===== src/rtl/cell_comm_rx_demux.sv =====
// Receive-side FA packet decoder for one cell-communication link.
// Frames 4-word BPM packets, waits for the Aurora CRC verdict and commits good packets to the FOFB table.
module cell_comm_rx_demux #(
  parameter logic [7:0] MAGIC          = 8'hA5,
  parameter int         ADC_COUNT      = 4,
  parameter int         FOFB_IDX_WIDTH = 9,
  parameter int         DATA_WIDTH     = 32,
  parameter int         CRC_TIMEOUT    = 4
) (
  input  logic                      axisUserClk,
  input  logic                      axisUserReset,
  input  logic                      channelUp,
  input  logic                      axisRxTvalid,
  input  logic                      axisRxTlast,
  input  logic [31:0]               axisRxTdata,
  input  logic                      axisRxCRCvalid,
  input  logic                      axisRxCRCpass,
  input  logic                      clearCounters,
  output logic                      wrStrobe,
  output logic [FOFB_IDX_WIDTH-1:0] wrAddr,
  output logic [DATA_WIDTH-1:0]     wrX,
  output logic [DATA_WIDTH-1:0]     wrY,
  output logic [DATA_WIDTH-1:0]     wrS,
  output logic [ADC_COUNT-1:0]      wrClipped,
  output logic [15:0]               goodCount,
  output logic [15:0]               crcErrCount,
  output logic [15:0]               headerErrCount,
  output logic [15:0]               lengthErrCount
);

  typedef enum logic [1:0] {S_HDR, S_BODY, S_CRC, S_DROP} state_t;

  localparam int TW = (CRC_TIMEOUT > 1) ? $clog2(CRC_TIMEOUT) : 1;
  localparam logic [TW-1:0] TIMER_LAST = TW'(CRC_TIMEOUT - 1);

  state_t                    stateReg, stateNext;
  logic [1:0]                beatReg, beatNext;
  logic [TW-1:0]             timerReg, timerNext;
  logic [FOFB_IDX_WIDTH-1:0] idxReg, idxNext;
  logic [ADC_COUNT-1:0]      clipReg, clipNext;
  logic [DATA_WIDTH-1:0]     xReg, xNext, yReg, yNext, sReg, sNext, commitS;
  logic                      commit, takeHdr;
  logic                      incGood, incCrc, incHdr, incLen;
  logic [15:0]               goodCountReg, crcErrCountReg, headerErrCountReg, lengthErrCountReg;

  function automatic logic [15:0] satInc(input logic [15:0] cnt, input logic inc, input logic clr);
    if (clr) return 16'd0;
    if (inc && cnt != 16'hFFFF) return cnt + 16'd1;
    return cnt;
  endfunction

  always_comb begin
    stateNext = stateReg;
    beatNext  = beatReg;
    timerNext = timerReg;
    idxNext   = idxReg;
    clipNext  = clipReg;
    xNext     = xReg;
    yNext     = yReg;
    sNext     = sReg;
    commitS   = sReg;
    commit    = 1'b0;
    takeHdr   = 1'b0;
    incGood   = 1'b0;
    incCrc    = 1'b0;
    incHdr    = 1'b0;
    incLen    = 1'b0;

    case (stateReg)
      S_HDR: takeHdr = axisRxTvalid;
      S_BODY: begin
        if (axisRxTvalid) begin
          case (beatReg)
            2'd1:    xNext = axisRxTdata;
            2'd2:    yNext = axisRxTdata;
            default: sNext = axisRxTdata;
          endcase
          if (beatReg == 2'd3) begin
            if (!axisRxTlast) begin
              incLen    = 1'b1;
              stateNext = S_DROP;
            end else if (axisRxCRCvalid) begin
              // CRC verdict arrived with tlast: S is still on the bus, not yet in sReg.
              commitS   = axisRxTdata;
              commit    = axisRxCRCpass;
              incGood   = axisRxCRCpass;
              incCrc    = !axisRxCRCpass;
              stateNext = S_HDR;
            end else begin
              timerNext = '0;
              stateNext = S_CRC;
            end
          end else if (axisRxTlast) begin
            incLen    = 1'b1;
            stateNext = S_HDR;
          end else begin
            beatNext = beatReg + 2'd1;
          end
        end
      end
      S_CRC: begin
        takeHdr = axisRxTvalid;
        if (axisRxCRCvalid) begin
          commit    = axisRxCRCpass;
          incGood   = axisRxCRCpass;
          incCrc    = !axisRxCRCpass;
          stateNext = S_HDR;
        end else if (axisRxTvalid || timerReg == TIMER_LAST) begin
          incCrc    = 1'b1;
          stateNext = S_HDR;
        end else begin
          timerNext = timerReg + 1'b1;
        end
      end
      default: if (axisRxTvalid && axisRxTlast) stateNext = S_HDR;
    endcase

    // Header decode is shared by S_HDR and a beat that cuts a CRC wait short.
    if (takeHdr) begin
      if (axisRxTdata[31:24] != MAGIC) begin
        incHdr    = 1'b1;
        stateNext = axisRxTlast ? S_HDR : S_DROP;
      end else if (axisRxTlast) begin
        incLen    = 1'b1;
        stateNext = S_HDR;
      end else begin
        idxNext   = axisRxTdata[FOFB_IDX_WIDTH-1:0];
        clipNext  = axisRxTdata[16 +: ADC_COUNT];
        beatNext  = 2'd1;
        stateNext = S_BODY;
      end
    end

    if (!channelUp) begin
      stateNext = S_HDR;
      beatNext  = 2'd0;
      timerNext = '0;
      idxNext   = '0;
      clipNext  = '0;
      xNext     = '0;
      yNext     = '0;
      sNext     = '0;
      commit    = 1'b0;
      incGood   = 1'b0;
      incCrc    = 1'b0;
      incHdr    = 1'b0;
      incLen    = 1'b0;
    end
  end

  always_ff @(posedge axisUserClk or posedge axisUserReset) begin
    if (axisUserReset) begin
      stateReg          <= S_HDR;
      beatReg           <= 2'd0;
      timerReg          <= '0;
      idxReg            <= '0;
      clipReg           <= '0;
      xReg              <= '0;
      yReg              <= '0;
      sReg              <= '0;
      wrStrobe          <= 1'b0;
      wrAddr            <= '0;
      wrX               <= '0;
      wrY               <= '0;
      wrS               <= '0;
      wrClipped         <= '0;
      goodCountReg      <= 16'd0;
      crcErrCountReg    <= 16'd0;
      headerErrCountReg <= 16'd0;
      lengthErrCountReg <= 16'd0;
    end else begin
      stateReg          <= stateNext;
      beatReg           <= beatNext;
      timerReg          <= timerNext;
      idxReg            <= idxNext;
      clipReg           <= clipNext;
      xReg              <= xNext;
      yReg              <= yNext;
      sReg              <= sNext;
      wrStrobe          <= commit;
      if (commit) begin
        wrAddr    <= idxReg;
        wrX       <= xReg;
        wrY       <= yReg;
        wrS       <= commitS;
        wrClipped <= clipReg;
      end
      goodCountReg      <= satInc(goodCountReg, incGood, clearCounters);
      crcErrCountReg    <= satInc(crcErrCountReg, incCrc, clearCounters);
      headerErrCountReg <= satInc(headerErrCountReg, incHdr, clearCounters);
      lengthErrCountReg <= satInc(lengthErrCountReg, incLen, clearCounters);
    end
  end

  assign goodCount      = goodCountReg;
  assign crcErrCount    = crcErrCountReg;
  assign headerErrCount = headerErrCountReg;
  assign lengthErrCount = lengthErrCountReg;

endmodule


===== config.mk =====
export PLATFORM = sky130hd
export DESIGN_NAME = cell_comm_rx_demux
export DESIGN_NICKNAME = d
export VERILOG_FILES = /design/src/rtl/cell_comm_rx_demux.sv
export SDC_FILE = /design/constraint.sdc
export NUM_CORES = 1
export LEC_CHECK = 0
export ABC_AREA = 0
export BUFFER_PORTS_ARGS = -buffer_cell sky130_fd_sc_hd__buf_2
export CAP_MARGIN = 20
export CORE_MARGIN = 2
export CORE_UTILIZATION = 45
export DETAILED_ROUTE_END_ITERATION = 6
export GPL_TIMING_DRIVEN = 0
export PLACE_DENSITY = 0.74
export SYNTH_ARGS = -nofsm -noshare
export SYNTH_HDL_FRONTEND = slang
export SYNTH_SLANG_ARGS = --single-unit

===== constraint.sdc =====
create_clock -name axisUserClk -period 12.1 [get_ports axisUserClk]
set_input_delay 2.42 -clock axisUserClk [delete_from_list [all_inputs] [get_ports axisUserClk]]
set_output_delay 2.42 -clock axisUserClk [all_outputs]
set_load 0.01 [all_outputs]

## Word-level counts from Yosys, hierarchy flattened

Index checks and enable logic that the tools add are counted.

| word-level totals | value |
|---|---|
| input port bits | 40 |
| word-level logic and storage cells | 179 |
| flip-flop bits (word level) | 289 |
| output and inout bits | 174 |

| cells by class | value |
|---|---|
| equality and inequality tests | 31 |
| mux-type cells | 104 |
| add/subtract/negate cells | 6 |
| reduce and logical (&&, ||, !) cells | 20 |

Operators with widths:

| kind | number |
|---|---|
| 32-bit 2-to-1 mux | 17 |
| 16-bit 2-to-1 mux | 13 |
| 16-bit by 1-bit adder with 16-bit output (second input constant) | 4 |
| 16-bit inequality test (second input constant) | 4 |
| 2-bit 2-to-1 mux | 27 |
| 9-bit 2-to-1 mux | 4 |
| 1-bit 2-to-1 mux | 35 |
| 3-bit inequality test (second input constant) | 7 |
| 4-bit 2-to-1 mux | 4 |
| 3-bit AND reduction | 4 |
| 2-bit by 1-bit inequality test with 1-bit output (second input constant) | 5 |
| 5-bit inequality test (second input constant) | 2 |
| 2-bit == test (second input constant) | 4 |
| 8-bit inequality test (second input constant) | 1 |
| 2-bit nonzero test | 4 |
| 7-bit AND reduction | 1 |
| 2-bit inequality test (second input constant) | 3 |
| 2-bit one-hot mux with 3 select lines | 1 |
| 1-bit logical AND | 5 |
| 5-bit by 1-bit inequality test with 1-bit output (second input constant) | 1 |
| 5-bit AND reduction | 1 |
| 2-bit by 1-bit adder with 2-bit output (second input constant) | 2 |
| 2-bit by 1-bit == test with 1-bit output (second input constant) | 2 |
| 4-bit inequality test (second input constant) | 1 |
| 7 further kinds | 9 |

## Depth between registers and ports, before layout

Gate-level depths: netlist of run 1.

| logic depth | value |
|---|---|
| word-level depth | 13 |
| depth in mapped cells | 11 |

## Worst setup path before layout of run 1

No wires, ideal clock.

| timing | value |
|---|---|
| path kind | input to register |
| start point | input channelUp |
| end point | register crcErrCountReg[9] (netlist: crcErrCount[9]) |
| setup slack | 7901 ps |
| arrival time | 4121 ps |
| cell stages on the path | 6 |
| data required time | 12022 ps |
| buffers on the path | 2 |
| cell sequence | clkbuf_1 -> nand3_1 -> or4_1 -> buf_2 -> or4_1 -> a21oi_1 |

| on the way | value |
|---|---|
| word-level cells in the longest chain between the ends | 5 |
| elaborated cells between the ends (all ways) | 8 |
| classes of those cells | mux (6); reduce/logical (2) |

Ends and longest elaborated chain:

| item | RTL line | RTL |
|---|---|---|
| start, declared | 12 | `input logic channelUp,` |
| 1-bit 2-to-1 mux (*) | 134 | `if (!channelUp) begin` |
| 1-bit logical AND (*) | 48 | `if (inc && cnt != 16'hFFFF) return cnt + 16'd1;` |
| 16-bit 2-to-1 mux or 1-bit 2-to-1 mux (tied branches) | 48 |  |
| 16-bit 2-to-1 mux or 1-bit 2-to-1 mux (tied branches) | 49, 48 |  |
| 16-bit 2-to-1 mux or 2-bit nonzero test (tied branches) | - |  |
| end signal, assigned | 189 | `crcErrCountReg <= satInc(crcErrCountReg, incCrc, clearCounters);` |
| end, declared | 44 | `logic [15:0] goodCountReg, crcErrCountReg, headerErrCountReg, lengthErrCountReg;` |

Mark *: on every way between the ends. The rest lies on a longest branch, timed or not. The select of a mux whose other input is x is not followed.
A chain may end at the register's enable or synchronous reset.

## Worst setup path after layout of run 1

| timing | value |
|---|---|
| start point | input channelUp |
| end point | register wrAddr[8] |

| on the way | value |
|---|---|
| word-level cells in the longest chain between the ends | 1 |

Ends and longest elaborated chain:

| item | RTL line | RTL |
|---|---|---|
| 1-bit 2-to-1 mux | 134 |  |
| end signal, assigned | 182 | `wrAddr <= idxReg;` |
| end, declared | 20 | `output logic [FOFB_IDX_WIDTH-1:0] wrAddr,` |

Every way passes these cells.

==> flow_summary.toml, run 1 <==
[synth]
synth_compound_area_share_pct = 9.96
synth_area_um2 = 12700
synthMuxAreaShare_pct = 3.18
synth_fa_ha_area_share_pct = 1.28
yosys.area_share.simple_pct = 23.0
synth-main-ff-cell = "dfrtp_1"
synth_top_family_by_area = "simple AND/OR/NAND/NOR gates"
synth_edf_count = 0
synth_seq_cells = 289
async_flop_share_pct = 100
synth_nets = 1441
yosysWarnings = 0
seq_area_frac_synth_pct = 57.1
synthXorXnorAreaFrac_pct = 2.28
syn_avg_cell_area_um2 = 9.13
synth_cells = 1388
synth_largest_area_cell = "dfrtp_1"
synth_area_leaders = "dfrtp_1 (57%), nand2_1 (15%), a21oi_1 (5.4%)"
synth_cell_types = 51
synth_top_area_share_pct = 57.1

[worst_setup_path]
rr_worst_depth = 11
r2r-end = "wrAddr[8]$_DFFE_PP0P_"
path_max_fanout = 10
timing.critical_path.from = "channelUp"
rrSetupSlack_ps = 8890
rr_startpoint = "stateReg[1]$_DFFE_PP0P_"
path_class = "in -> reg"
endpoint = "wrAddr[8]$_DFFE_PP0P_"
critical_path.endpoint_type = "register"
cp.arrival_ps = 5080
critPathLaunchType = "primary input"
cp.required_ps = 12600

[clocking]
cts_buffers = 31
tritoncts = "built"
htreeDepth = 1
cts_setup_buffers = 0
clockBufferDepth = 3
clkLatencyLatePin_ps = 560
cts_root_buf = "clkbuf_16"
path_clk_slew_ps = 60
cts_sinks = 289
postCtsResizedCells = 0
holdBufCountCts = 0

[placement]
dp_slack_ps = 6980
dpl_cell_area_um2 = 14300
port_buffers = 211
place.gp.congestion = 0.868
dp_hpwl_mm = 24.6

[run]
drv_cap = 0

[global_route]
grt_pass1_vias = 10538
grt_first_pass_wirelength_mm = 55.2
grt.overflow.total = 0
grt_max_degree = 134
grt_util_all_layers_pct = 23.6
antenna_found_initial = 6

[die]
chipHeight_um = 172
rows = 61
io_pins = 214
fp.dieW_um = 172
dieArea_um2 = 29500
initial_core_util_pct = 45.6
core_area_um2 = 27800

[sta]
fin_crit_sh_pct = 37.8
maxClockFrequency_mhz = 218
final.min_clock_period_ps = 4580
tightest_slew_ps = 855
rsz0062_at_grt = "false"
finalHoldViolCount = 0
drv_slew = 0
skew_ps = 14.6
setup_viol = 0
slew_headroom_pct = 42.5
layout_setup_ws_ps = 7520

[routing]
drc = 0
ant_nets = 0
drtPass1Iterations = 5
drt_iter0_drc = 852
avgRoutedWirePerCell_um = 17.1
wirelength_mm = 34.9
avgViaCountPerCell = 5.38
vias = 10972

[worst_hold_path]
min_path_type = "reg -> reg"

[layout]
drive_gt1_share_pct = 16.9
fillerInstances = 2556
fin_area_um2 = 15300
finalNetCount = 1688
syn_to_final_growth_pct = 21.0
final_util_pct = 55.2

[power]
p_per_area_nw_per_um2 = 132
p_leak_nw = 7.65
ir_drop_uv = 117

[outcome]
status = "finished clean"
## layout make-up
type                       count  area (um^2)  share of cell area, %
multi-input combinational    998         5030                   32.8
timing repair buffer         214         1120                   7.28
buffer                        82          328                   2.14
inverter                      19         78.8                  0.514
tap                          378          473                   3.09
clock buffer                  48          920                   6.00
antenna                        3         7.51                 0.0490
sequential                   289         7230                   47.2
clock inverter                 7          139                  0.906
## layer usage
layer	GRT usage, %	routed length [um]
met5	0	36
met3	4.86	2750
met4	8.44	1160
met2	38.2	16200
met1	31.6	14800
## stage by stage
step	instances	total power, mW	setup TNS (ps)	hold WS [ps]
CTS	2034	2.05	0	467
global route	2037	2.10	0	484
global placement	1977	1.06	-407950	448
floorplan	1388	1.03	0	439
finish	2038	2.03	0	465
detailed placement	1979	1.06	0	450
## Yosys cell counts (all sizes together), types with 3 or more instances
cell type / instances
or3: 11
buf: 18
xnor2: 18
o31ai: 9
nor3: 8
o211ai: 5
nor2b: 4
a21oi: 136
and4: 5
a41o: 3
nand3: 28
clkbuf: 64
or2: 4
inv: 17
nand4: 20
xor2: 15
o2111ai: 4
dfrtp: 289
nor2: 50
or4: 14
mux2i: 38
ha: 13
and3: 10
nor4: 15
and2: 5
o21ai: 49
nand2: 510
## sequential cells by signal, summed over array words and instances (netlist names)
signal and cells:
beatReg 2, clipReg 4, crcErrCount 16, goodCount 16
headerErrCount 16, idxReg 9, lengthErrCount 16, sReg 32
stateReg 2, timerReg 2, wrAddr 9, wrClipped 4
wrS 32, wrStrobe 1, wrX 32, wrY 32
xReg 32, yReg 32
## cell usage in the layout (no fill, tap or decap), types with 12 or more instances in the layout
master and count:
buf_2 215, clkbuf_16 31, or4_1 14, a21oi_1 136, buf_1 12, nor2_1 50, nand4_1 20, inv_1 16
o21ai_0 49, nor4_1 14, nand3_1 28, clkbuf_1 73, xor2_1 15, mux2i_1 38, xnor2_1 18, nand2_1 510
dfrtp_1 289, ha_1 13
## report_power, final
| part | internal [mW] | leakage, nW | switching (mW) | total, mW |
|---|---|---|---|---|
| clock network | 0.602 | 0.519 | 0.382 | 0.984 |
| registers | 0.969 | 4.04 | 0.00227 | 0.972 |
| logic | 0.0168 | 3.09 | 0.0564 | 0.0732 |
| total | 1.59 | 7.65 | 0.441 | 2.03 |
## worst min-delay path by stage
stage / startpoint / endpoint / cells after the start
2_1_floorplan: idxReg[0]$_DFFE_PP0P_ / wrAddr[0]$_DFFE_PP0P_ / 2
3_3_place_gp: idxReg[1]$_DFFE_PP0P_ / wrAddr[1]$_DFFE_PP0P_ / 2
3_5_place_dp: yReg[18]$_DFFE_PP0P_ / wrY[18]$_DFFE_PP0P_ / 2
4_1_cts: idxReg[0]$_DFFE_PP0P_ / wrAddr[0]$_DFFE_PP0P_ / 2
5_1_grt: xReg[5]$_DFFE_PP0P_ / wrX[5]$_DFFE_PP0P_ / 2
6_report: xReg[9]$_DFFE_PP0P_ / wrX[9]$_DFFE_PP0P_ / 2
## worst max-delay path, cell delays in order
cell,delay (ps)
clkbuf_1,320
nand4_1,200
or2_2,340
clkbuf_1,300
clkinv_1,270
clkbuf_1,500
buf_1,470
nand2_1,180
nand2_1,90
## kinds of logic after synthesis
family | count (synthesis)
AND/OR/NAND/NOR | 689
flip-flops | 289
AO/OA/AOI/OAI | 223
buffers and inverters | 101
multiplexers | 40
XOR/XNOR | 33
adder cells (fa/ha/maj) | 13
Note: power is estimated with default switching activity, not from simulation.
==> run 2: changes to the inputs <==
--- a/config.mk
+++ b/config.mk
@@ -12,7 +12,7 @@
 export CORE_UTILIZATION = 45
 export DETAILED_ROUTE_END_ITERATION = 6
 export GPL_TIMING_DRIVEN = 0
-export PLACE_DENSITY = 0.74
+export PLACE_DENSITY = 0.77
 export SYNTH_ARGS = -nofsm -noshare
 export SYNTH_HDL_FRONTEND = slang
 export SYNTH_SLANG_ARGS = --single-unit
==> constraint.sdc (replaced) <==
create_clock -name axisUserClk -period 3.9 [get_ports axisUserClk]
set_input_delay 0.78 -clock axisUserClk [delete_from_list [all_inputs] [get_ports axisUserClk]]
set_output_delay 0.78 -clock axisUserClk [all_outputs]
set_load 0.01 [all_outputs]
==> run 2 against run 1 <==
- global-route usage is 0.44 points lower
- design area grew 0.50%
- register-to-register slack worse by 8100 ps
- die area unchanged
- sequential power rose to 3.1 times the previous value
- count of clock-buffer cells in the layout fell by 12
- first-iteration DRC count shrank 4.3%
- total power increased to 3.1 times the previous value
- critical path type is now reg -> reg
- critical endpoint is now wrClipped[3]$_DFFE_PP0P_
- largest cell class unchanged
- highest routed layer unchanged
==> flow_summary.toml, run 2 (synthesis gave the netlist of run 1 again) <==
[global_route]
grt.overflow.total = 0
antenna_found_initial = 3
grt_first_pass_wirelength_mm = 54.4
grt_max_degree = 45
grt_util_all_layers_pct = 23.2
grt_pass1_vias = 10351

[layout]
final_common_cell = "nand2_1"
fin_area_um2 = 15400
finalNetCount = 1693
ff_latch_area_um2 = 7230
final_cell_mix = "nand2_1 (510), dfrtp_1 (289), buf_2 (216), a21oi_1 (136), clkbuf_1 (65)"
multi_input_area_um2 = 5030
syn_to_final_growth_pct = 21.6
drive_gt1_share_pct = 17.7
fillerInstances = 2535

[worst_hold_path]
min_path_type = "in -> async"

[worst_setup_path]
slowest_delay_ps = 440
critPathLaunchType = "register"
cp.required_ps = 4350
rr_worst_depth = 11
path_cells = "inv_1 -> ha_1 -> buf_6 -> a41oi_1 -> or2_2 -> clkbuf_1 -> clkinv_1 -> clkbuf_1 -> buf_1 -> nand2_1 -> nand2_1"
cp_slowest_cell = "clkbuf_1"
path_class = "reg -> reg"
cp.arrival_ps = 3590
critical_path.endpoint_type = "register"
path_max_fanout = 10

[die]
fp.dieW_um = 172
rows = 61
io_pins = 214
dieArea_um2 = 29500
initial_core_util_pct = 45.6
chipHeight_um = 172
core_area_um2 = 27800

[sta]
rsz0062_at_grt = "false"
tightest_slew_ps = 822
maxClockFrequency_mhz = 318
drv_slew = 0
fin_crit_sh_pct = 80.6
final.min_clock_period_ps = 3140
slew_headroom_pct = 44.7
finalHoldViolCount = 0
setup_viol = 0
skew_ps = 18.4

[clocking]
tritoncts = "built"
htreeDepth = 1
holdBufCountCts = 0
path_clk_slew_ps = 60
cts_sinks = 289
clkLatencyLatePin_ps = 570
postCtsResizedCells = 0
clockBufferDepth = 3
cts_setup_buffers = 0
cts_root_buf = "clkbuf_16"
cts_buffers = 31

[power]
p_per_area_nw_per_um2 = 406
power_mw = 6.26
p_leak_nw = 7.69
ir_drop_uv = 306

[routing]
drtPass1Iterations = 5
wirelength_mm = 34.4
avgRoutedWirePerCell_um = 16.8
drc = 0
vias = 10880
avgViaCountPerCell = 5.32
ant_nets = 0
drt_iter0_drc = 815

[placement]
place.gp.congestion = 0.871
dp_hpwl_mm = 24.7
port_buffers = 211
dpl_cell_area_um2 = 14300

[run]
drv_cap = 0

[outcome]
status = "finished clean"
-- run 2: cell count changes in the layout (fill, tap and decap cells not counted), sizes merged --
cell and delta:
buf +6, bufinv -1, clkbuf -13, clkinv +12, clkinvlp +3
-- run 2: worst max-delay path, delay by kind of cell, from the launching register on --
family	cells	cell delay, ps
AO/OA/AOI/OAI	1	260
adder cells (fa/ha/maj)	1	190
buffers and inverters	6	1800
flip-flops	1	370
AND/OR/NAND/NOR	3	420
-- run 2: worst paths after layout --
kind                                              start                           to  slack, ps
min in group axisUserClk            yReg[5]$_DFFE_PP0P_           wrY[5]$_DFFE_PP0P_        460
worst min-delay path                      axisUserReset  crcErrCount[15]$_DFFE_PP0P_        310
max in group asynchronous                 axisUserReset          wrY[11]$_DFFE_PP0P_       2440
worst min register to register      yReg[5]$_DFFE_PP0P_           wrY[5]$_DFFE_PP0P_        460
worst max-delay path            stateReg[1]$_DFFE_PP0P_     wrClipped[3]$_DFFE_PP0P_        760
worst max register to register  stateReg[1]$_DFFE_PP0P_     wrClipped[3]$_DFFE_PP0P_        760
-- run 2: area by class of cell --
cell class / instances / area share, %
sequential: 289 / 46.9
multi-input combinational: 998 / 32.7
timing repair buffer: 219 / 7.80
clock buffer: 36 / 5.42
tap: 378 / 3.07
buffer: 82 / 2.13
clock inverter: 21 / 1.42
inverter: 19 / 0.487
antenna: 3 / 0.0487
-- run 2: report_power, final --
group | leakage [nW] | internal [mW] | switching (mW)
Sequential | 4.04 | 3.01 | 0.00695
Combinational | 3.13 | 0.0607 | 0.177
Clock | 0.527 | 1.74 | 1.26
-- run 2: metrics by stage --
step	cells	setup WS, ps	hold slack (ps)	utilization (%)	TNS [ps]
floorplan	1388	-713	439	-	-206110
global placement	1977	-2360	446	51.1	-676350
detailed placement	1984	525	451	51.6	0
CTS	2041	775	318	55.4	0
global route	2042	578	350	55.4	0
finish	2045	758	312	55.4	0
-- run 2: per-layer routing --
layer / track usage (%) / routed length [um] / vias up
met2: 38.2 / 16100 / 389
met4: 6.36 / 820 / 2
met5: 0 / 13 / -
li1: - / - / 5149
met1: 30.8 / 14900 / 5287
met3: 5.36 / 2580 / 53
